[src/rtl/float_to_int_if.sv]
// Handshake bundle for the float-to-integer converter: operand in, result out.
interface float_to_int_if #(
  parameter int Width = 32
);
  logic [Width-1:0] DataIn;
  logic             InValid;
  logic             InReady;
  logic [Width-1:0] DataOut;
  logic             OutValid;
  logic             OutReady;
  logic             Overflow;
  logic             Invalid;

  // Producer/consumer side (drives operands, accepts results)
  modport master (
    output DataIn, InValid, OutReady,
    input  InReady, DataOut, OutValid, Overflow, Invalid
  );

  // Converter side
  modport slave (
    input  DataIn, InValid, OutReady,
    output InReady, DataOut, OutValid, Overflow, Invalid
  );
endinterface

[src/rtl/float_to_int.sv]
// Sequential IEEE 754 single-precision to signed integer converter.
// Truncates toward zero. Special values (NaN, infinity, out of range, |x| < 1)
// are resolved at accept time; normal values are aligned with a one-bit-per-cycle
// shifter, so latency is the shift count plus one edge.
module float_to_int #(
  parameter int E     = 8,
  parameter int M     = 23,
  parameter int Width = 32
) (
  input logic           clk,
  input logic           rst,
  float_to_int_if.slave bus
);

  localparam int Bias = (1 << (E - 1)) - 1;

  localparam logic signed [E+1:0] BiasW = Bias[E+1:0];
  localparam logic signed [E+1:0] SatW  = (Width - 1);
  localparam logic signed [E+1:0] MW    = M[E+1:0];
  localparam logic [4:0]          MC    = M[4:0];

  localparam logic [Width-1:0] MaxPos = {1'b0, {(Width-1){1'b1}}};
  localparam logic [Width-1:0] MinNeg = {1'b1, {(Width-1){1'b0}}};

  typedef enum logic [1:0] {IDLE, SHIFT, DONE} state_t;

  state_t           state_q;
  logic [Width-1:0] mag_q;
  logic [4:0]       count_q;
  logic             left_q;
  logic             neg_q;
  logic             ovf_q;
  logic             inv_q;
  logic [Width-1:0] dataOut_q;
  logic             outValid_q;
  logic             overflow_q;
  logic             invalid_q;
  logic             inReady_q;

  logic                 signIn;
  logic [E-1:0]         expIn;
  logic [M-1:0]         manIn;
  logic signed [E+1:0]  ue;
  logic [4:0]           ue5;

  logic [Width-1:0] mag_d;
  logic [4:0]       count_d;
  logic             left_d;
  logic             neg_d;
  logic             ovf_d;
  logic             inv_d;

  assign signIn = bus.DataIn[Width-1];
  assign expIn  = bus.DataIn[Width-2 -: E];
  assign manIn  = bus.DataIn[M-1:0];
  assign ue     = $signed({2'b00, expIn}) - BiasW;
  assign ue5    = ue[4:0];

  // Classify the incoming operand and choose the preset magnitude, shift plan and flags
  always_comb begin
    mag_d   = '0;
    count_d = 5'd0;
    left_d  = 1'b0;
    neg_d   = 1'b0;
    ovf_d   = 1'b0;
    inv_d   = 1'b0;
    if (expIn == '1) begin
      if (manIn != '0) begin
        mag_d = MinNeg;
        inv_d = 1'b1;
      end else begin
        mag_d = signIn ? MinNeg : MaxPos;
        ovf_d = 1'b1;
      end
    end else if (ue[E+1]) begin
      mag_d = '0;
    end else if (ue >= SatW) begin
      mag_d = signIn ? MinNeg : MaxPos;
      // Exactly -2^31 is representable, so it is not an overflow
      ovf_d = !(signIn && (ue == SatW) && (manIn == '0));
    end else begin
      mag_d = {{(Width-M-1){1'b0}}, 1'b1, manIn};
      neg_d = signIn;
      if (ue < MW) begin
        left_d  = 1'b0;
        count_d = MC - ue5;
      end else begin
        left_d  = 1'b1;
        count_d = ue5 - MC;
      end
    end
  end

  // Control FSM with shifter datapath and registered handshake/result outputs
  always_ff @(posedge clk or posedge rst) begin
    if (rst) begin
      state_q    <= IDLE;
      mag_q      <= '0;
      count_q    <= 5'd0;
      left_q     <= 1'b0;
      neg_q      <= 1'b0;
      ovf_q      <= 1'b0;
      inv_q      <= 1'b0;
      dataOut_q  <= '0;
      outValid_q <= 1'b0;
      overflow_q <= 1'b0;
      invalid_q  <= 1'b0;
      inReady_q  <= 1'b1;
    end else begin
      case (state_q)
        IDLE: begin
          if (bus.InValid) begin
            mag_q     <= mag_d;
            count_q   <= count_d;
            left_q    <= left_d;
            neg_q     <= neg_d;
            ovf_q     <= ovf_d;
            inv_q     <= inv_d;
            inReady_q <= 1'b0;
            state_q   <= SHIFT;
          end
        end
        SHIFT: begin
          if (count_q != 5'd0) begin
            mag_q   <= left_q ? (mag_q << 1) : (mag_q >> 1);
            count_q <= count_q - 5'd1;
          end else begin
            dataOut_q  <= neg_q ? -mag_q : mag_q;
            overflow_q <= ovf_q;
            invalid_q  <= inv_q;
            outValid_q <= 1'b1;
            state_q    <= DONE;
          end
        end
        DONE: begin
          if (bus.OutReady) begin
            outValid_q <= 1'b0;
            inReady_q  <= 1'b1;
            state_q    <= IDLE;
          end
        end
        default: begin
          state_q <= IDLE;
        end
      endcase
    end
  end

  assign bus.InReady  = inReady_q;
  assign bus.DataOut  = dataOut_q;
  assign bus.OutValid = outValid_q;
  assign bus.Overflow = overflow_q;
  assign bus.Invalid  = invalid_q;

endmodule

[src/flat_wrapper.sv]
// flat-port wrapper written by rule: the top's interface ports become plain ports
module float_to_int_flat 
#(
  parameter int E     = 8,
  parameter int M     = 23,
  parameter int Width = 32
)
  (clk, rst, bus_DataIn, bus_InValid, bus_OutReady, bus_InReady, bus_DataOut, bus_OutValid, bus_Overflow, bus_Invalid);
  float_to_int_if #(.Width(Width)) bus_i ();
  input logic clk;
  input logic rst;
  input wire logic [$bits(bus_i.DataIn)-1:0] bus_DataIn;
  input wire logic [$bits(bus_i.InValid)-1:0] bus_InValid;
  input wire logic [$bits(bus_i.OutReady)-1:0] bus_OutReady;
  output wire logic [$bits(bus_i.InReady)-1:0] bus_InReady;
  output wire logic [$bits(bus_i.DataOut)-1:0] bus_DataOut;
  output wire logic [$bits(bus_i.OutValid)-1:0] bus_OutValid;
  output wire logic [$bits(bus_i.Overflow)-1:0] bus_Overflow;
  output wire logic [$bits(bus_i.Invalid)-1:0] bus_Invalid;
  assign bus_i.DataIn = bus_DataIn;
  assign bus_i.InValid = bus_InValid;
  assign bus_i.OutReady = bus_OutReady;
  assign bus_InReady = bus_i.InReady;
  assign bus_DataOut = bus_i.DataOut;
  assign bus_OutValid = bus_i.OutValid;
  assign bus_Overflow = bus_i.Overflow;
  assign bus_Invalid = bus_i.Invalid;
  float_to_int #(.E(E), .M(M), .Width(Width)) u_core (.clk(clk), .rst(rst), .bus(bus_i));
endmodule
[config.mk]
export PLATFORM = sky130hd
export DESIGN_NAME = float_to_int_flat
export DESIGN_NICKNAME = d
export VERILOG_FILES = /design/src/rtl/float_to_int_if.sv /design/src/rtl/float_to_int.sv /design/src/flat_wrapper.sv
export SDC_FILE = /design/constraint.sdc
export NUM_CORES = 1
export LEC_CHECK = 0
export BUFFER_PORTS_ARGS = -buffer_cell sky130_fd_sc_hd__buf_2
export CORE_MARGIN = 5
export CORE_UTILIZATION = 45
export CTS_CLUSTER_DIAMETER = 30
export DETAILED_ROUTE_END_ITERATION = 10
export GPL_TIMING_DRIVEN = 0
export HOLD_SLACK_MARGIN = 0.05
export PLACE_DENSITY_LB_ADDON = 0.25
export REMOVE_ABC_BUFFERS = 1
export SETUP_SLACK_MARGIN = 0.3
export SYNTH_ARGS = -nofsm -noshare
export SYNTH_HDL_FRONTEND = slang
export SYNTH_SLANG_ARGS = --single-unit
[constraint.sdc]
create_clock -name clk -period 4.9 [get_ports clk]
set_input_delay 1.225 -clock clk [delete_from_list [all_inputs] [get_ports clk]]
set_output_delay 1.225 -clock clk [all_outputs]
set_load 0.1 [all_outputs]
-- Word level (Yosys, flattened, before mapping)
Index checks and enable logic that the tools add are counted.
- multiplexer cells: 40
- $lt $le $gt $ge: 2
- eq/ne operators: 8
- reduce and logical (&&, ||, !) cells: 16
- add/subtract/negate cells: 5
- bitwise operators: 1
- operators by type and width (cell ; number):
    32-bit 2-to-1 mux ; 9
    32-bit one-hot mux with 2 select lines ; 1
    32-bit negator ; 1
    5-bit 2-to-1 mux ; 6
    23-bit zero test ; 1
    23-bit nonzero test ; 1
    1-bit 2-to-1 mux ; 17
    3-bit AND reduction ; 4
    10-bit by 6-bit == test with 1-bit output (second input constant) ; 1
    10-bit by 6-bit greater-or-equal comparator with 1-bit output (second input constant) ; 1
    10-bit by 6-bit less-than comparator with 1-bit output (second input constant) ; 1
    5-bit one-hot mux with 2 select lines ; 1
    8-bit by 7-bit subtractor with 9-bit output (second input constant) ; 1
    8-bit == test (second input constant) ; 1
    2-bit 2-to-1 mux ; 3
    2-bit != test (second input constant) ; 3
    2-bit one-hot mux with 3 select lines ; 1
    2-bit nonzero test ; 3
    5-bit nonzero test ; 1
    5-bit by 1-bit subtractor with 5-bit output (second input constant) ; 1
    5-bit subtractor (first input constant) ; 1
    5-bit subtractor (second input constant) ; 1
    1-bit one-hot mux with 2 select lines ; 2
    2-bit AND reduction ; 2
    other kinds (7) ; 8
- bits of input ports: 36
- bits in registers: 79
- output and inout bits: 36
- logic and storage cells: 84

-- Depth between registers and ports, before layout
- depth in word-level cells: 8
- gate-level depth with buffers: 10
- depth with buffers taken out: 8

-- Least setup slack after synthesis
No wires, ideal clock.
- kind: input to register
- start point: in bus_DataIn[23]
- end point: reg u_core.mag_q[10]
- stages on the path: 10
- path slack: 1644 ps
- data arrival time: 3115 ps
- required time: 4759 ps
- library setup time: 141 ps
- buffers on the path: 3
- cells stage by stage: ha_1 clkbuf_1 a22o_1 o22a_1 a211o_1 and3_1 clkbuf_1 clkbuf_1 o22ai_1 a31oi_1
- cells in the longest elaborated chain, start to end: 7
- elaborated cells between the ends (all ways): 8
- those cells by class: 1 x add/sub; 1 x order compare; 1 x eq/ne; 5 x mux
- ends and longest elaborated chain (element ; line ; RTL):
    start, declared ; flat_wrapper.sv:12 ; input wire logic [$bits(bus_i.DataIn)-1:0] bus_DataIn;
    8-bit by 7-bit subtractor with 9-bit output ; float_to_int.sv:56 ; assign ue = $signed({2'b00, expIn}) - BiasW;
    10-bit by 6-bit greater-or-equal comparator with 1-bit output ; float_to_int.sv:77 ; end else if (ue >= SatW) begin
    32-bit 2-to-1 mux ; float_to_int.sv:77 ;
    32-bit 2-to-1 mux ; float_to_int.sv:75 ; end else if (ue[E+1]) begin
    32-bit 2-to-1 mux * ; float_to_int.sv:67 ; if (expIn == '1) begin
    32-bit 2-to-1 mux * ; float_to_int.sv:112 ; if (bus.InValid) begin
    32-bit one-hot mux with 2 select lines * ; float_to_int.sv:110 ; case (state_q)
    end signal, assigned ; float_to_int.sv:113 ; mag_q <= mag_d;
    end signal, assigned ; float_to_int.sv:125 ; mag_q <= left_q ? (mag_q << 1) : (mag_q >> 1);
    end, declared ; float_to_int.sv:28 ; logic [Width-1:0] mag_q;
Mark *: on every way between the ends. The rest lies on a longest branch, timed or not. The select of a mux whose other input is x is not followed.
A chain may end at the register's enable or synchronous reset.

-- Worst setup path in the final report
- start point: in bus_DataIn[23]
- end point: reg u_core.mag_q[7]
The elaborated chain is that of the path after synthesis.

==> metrics.md <==
| Metric | Value |
|---|---|
| Hold Startpoint | u_core.bus.DataOut[6] |
| Hold path depth | 2 |
| Mapped Area | 4810 um2 |
| Gr ovfl total | 0 |
| # Post-CTS Setup Buffers | 0 |
| Num Clock Sinks | 79 |
| Worst path required time | 5.18 ns |
| Mean routed wirelength per cell | 16.0 um |
| Final Setup Violations | 0 |
| Rows | 37 |
| Placed insts | 718 |
| RSZ-0062 raised after global routing | false |
| Max-capacitance violation count | 0 |
| Final WL | 11800 um |
| Port bufs | 71 |
| Placed inst area | 5330 um2 |
| Status | finished clean |
| Flop2flop setup slack | 2.10 ns |
| Leading cell type in the layout, fill and taps excluded | nand2_1 |
| DR vias/cell | 5.73 |
| Min Hold Slack | 0.476 ns |
| Antenna viol nets, final | 0 |
| Worst skew pair latency | 0.37 ns |
| Initial drt markers | 212 |
| Final Cell Area | 5530 um2 |
| Total CTS buffers | 9 |
| Number of nets in the layout | 635 |
| Register bit total from synthesis | 79 |
| Non-filler cells, final | 734 |
| CTS tree | built |
| Synthesis warning total | 0 |
| GR Util All Layers | 18.8% |
| Clock Tree Buf Depth | 2 |
| Clock skew | 0.0137 ns |
| Final hold violations | 0 |
| R2R depth | 6 |
| Distinct cell type count after synthesis | 51 |
| Mapped Cells | 546 |
| First-pass GRT wire length | 19900 um |
| Die area | 12900 um2 |
| Max Freq | 292 MHz |
| Async SR Flop Fraction | 100% |
| Hold path endpoint | u_core.bus.DataOut[6] |
| RR Endpoint | u_core.bus.DataOut[29] |
| Largest net degree at the start of global routing | 43 |
| Crit path arrival time | 3.71 ns |
| CP Class | input port to flop |
| Antenna cells | 0 |
| Commonest cells after routing, fill and taps aside | nand2_1 (82), dfrtp_1 (78), buf_2 (71), o21ai_0 (49), nor2_1 (42) |
| Synth Flop Type | dfrtp_1 |
| Die width | 113 um |
| Number of remaining DRC errors | 0 |
| Initial DRT Pass Iterations | 5 |
| Area grow syn2layout | 15.1% |
| Post-route minimum period | 3.42 ns |
| Post-cts resize count | 0 |
| RePlAce Congestion | 0.885 |
| Die height | 113 um |
| Startpoint Class | input port |
| Crit-path max FO | 28 |
| Sequential area share after synthesis | 41.1% |
| Period utilisation layout | 69.9% |
| EDFF count, synth | 0 |
| Core box area | 10400 um2 |
| Clock root cell | clkbuf_8 |
| Max Slew Vio Count | 0 |
| Worst-margin pin slew | 1.36 ns |
| CP Capture Type | flop |
| Antenna violations before repair | 0 |
| Final setup TNS | 0 ns |
| Htree depth | 3 |
| Worst min-delay path class | flop to flop |
| Starting Density | 46.4% |
| DP Wirelength | 8430 um |
| Slew margin rel. | 9.39% |
| Worst-path clk slew | 0.07 ns |
| Avg Cell Area, Syn | 8.81 um2 |
| Vias in the first global route | 4124 |
| Layout cells sized above 1 | 23.6% |
| Vias post-DR | 4209 |
| Worst R2R Start | u_core.mag_q[2] |
| Top-level port count | 72 |
| Cts hold-fix bufs | 0 |
critical path, stage by stage:
cell     delay (ns)
buf_2          0.15
ha_1           0.30
a21bo_2        0.25
mux2i_1        0.19
a32o_1         0.23
and3_1         0.87
o22ai_1        0.25
a31oi_1        0.22
per-layer routing:
layer,routed length (um),track usage [%],part of all wire (%),vias up
li1,-,-,-,2065
met1,5240,25.0,45,2012
met2,5570,30.2,47,111
met3,647,3.08,5.5,21
met4,295,8.65,2.5,0
met5,0,0,0,-
final cells by class:
| type | instances | area, um2 |
|---|---|---|
| fillers | 979 | 4840 |
| inverters | 11 | 43.8 |
| repair buffers | 77 | 484 |
| multi-input cells | 415 | 2660 |
| clock inverters | 2 | 38.8 |
| flip-flops and latches | 79 | 1980 |
| well taps | 136 | 170 |
| clock buffers | 14 | 163 |
cells in the mapped netlist, types with 4 or more instances:
library cell,n,area share (%)
nand3_1,6,0.62
clkbuf_1,37,2.9
mux2i_1,4,0.83
o22ai_1,24,3.1
xnor2_1,4,0.73
o21ai_1,5,0.52
a21oi_1,9,0.94
nand2_1,83,6.5
nand2b_1,4,0.52
xor2_1,31,5.6
nor2b_1,4,0.52
nor3_1,5,0.52
a31oi_1,32,4.2
or3_1,11,1.4
inv_1,11,0.86
nor2_1,43,3.4
o21ai_0,50,5.2
nor4_1,7,0.91
o41ai_1,6,1.1
ha_1,6,1.6
mux2_2,33,7.7
o31ai_1,11,1.7
or4_1,4,0.62
dfrtp_1,78,41
flip-flops by register name, indices dropped and copies added, names as in the netlist:
signal and flops:
u_core.neg_q 1, u_core.state_q 2, u_core.inv_q 1, u_core.bus.Invalid 1, u_core.bus.DataOut 32, u_core.mag_q 32, u_core.bus.InReady 1, u_core.ovf_q 1
u_core.left_q 1, u_core.count_q 5, u_core.bus.OutValid 1, u_core.bus.Overflow 1
logic make-up (layout without fill, tap and decap cells):
kind of cell | after synthesis | count (layout) | synth area share, %
AOI/OAI and AO/OA | 153 | 153 | 20.2
xor gates and xnor gates | 35 | 35 | 6.38
adders and majority gates | 6 | 6 | 1.56
buffers and inverters | 52 | 104 | 4.22
DFF | 79 | 79 | 41.1
muxes | 37 | 37 | 8.56
and+or+nand+nor | 184 | 184 | 17.9
worst max-delay path by stage:
stage                 startpoint  slack [ns]                 to
6_report          bus_DataIn[23]        1.48    u_core.mag_q[7]
3_5_place_dp      bus_DataIn[25]        1.15    u_core.mag_q[7]
2_1_floorplan  u_core.count_q[0]       -0.52  u_core.count_q[3]
3_3_place_gp   u_core.count_q[0]       -2.31  u_core.count_q[3]
5_1_grt           bus_DataIn[25]        1.33    u_core.mag_q[7]
4_1_cts           bus_DataIn[23]        1.51    u_core.mag_q[7]
through the flow:
step / util [%] / setup slack [ns]
CTS: 53.4 / 1.51
global route: 53.4 / 1.33
floorplan: - / -0.517
global placement: 49.9 / -2.31
detailed placement: 51.4 / 1.15
finish: 53.4 / 1.48
Power is left out: the tool's default activity adds up to more than one toggle a clock period on the data nets, which glitch-free logic cannot reach.
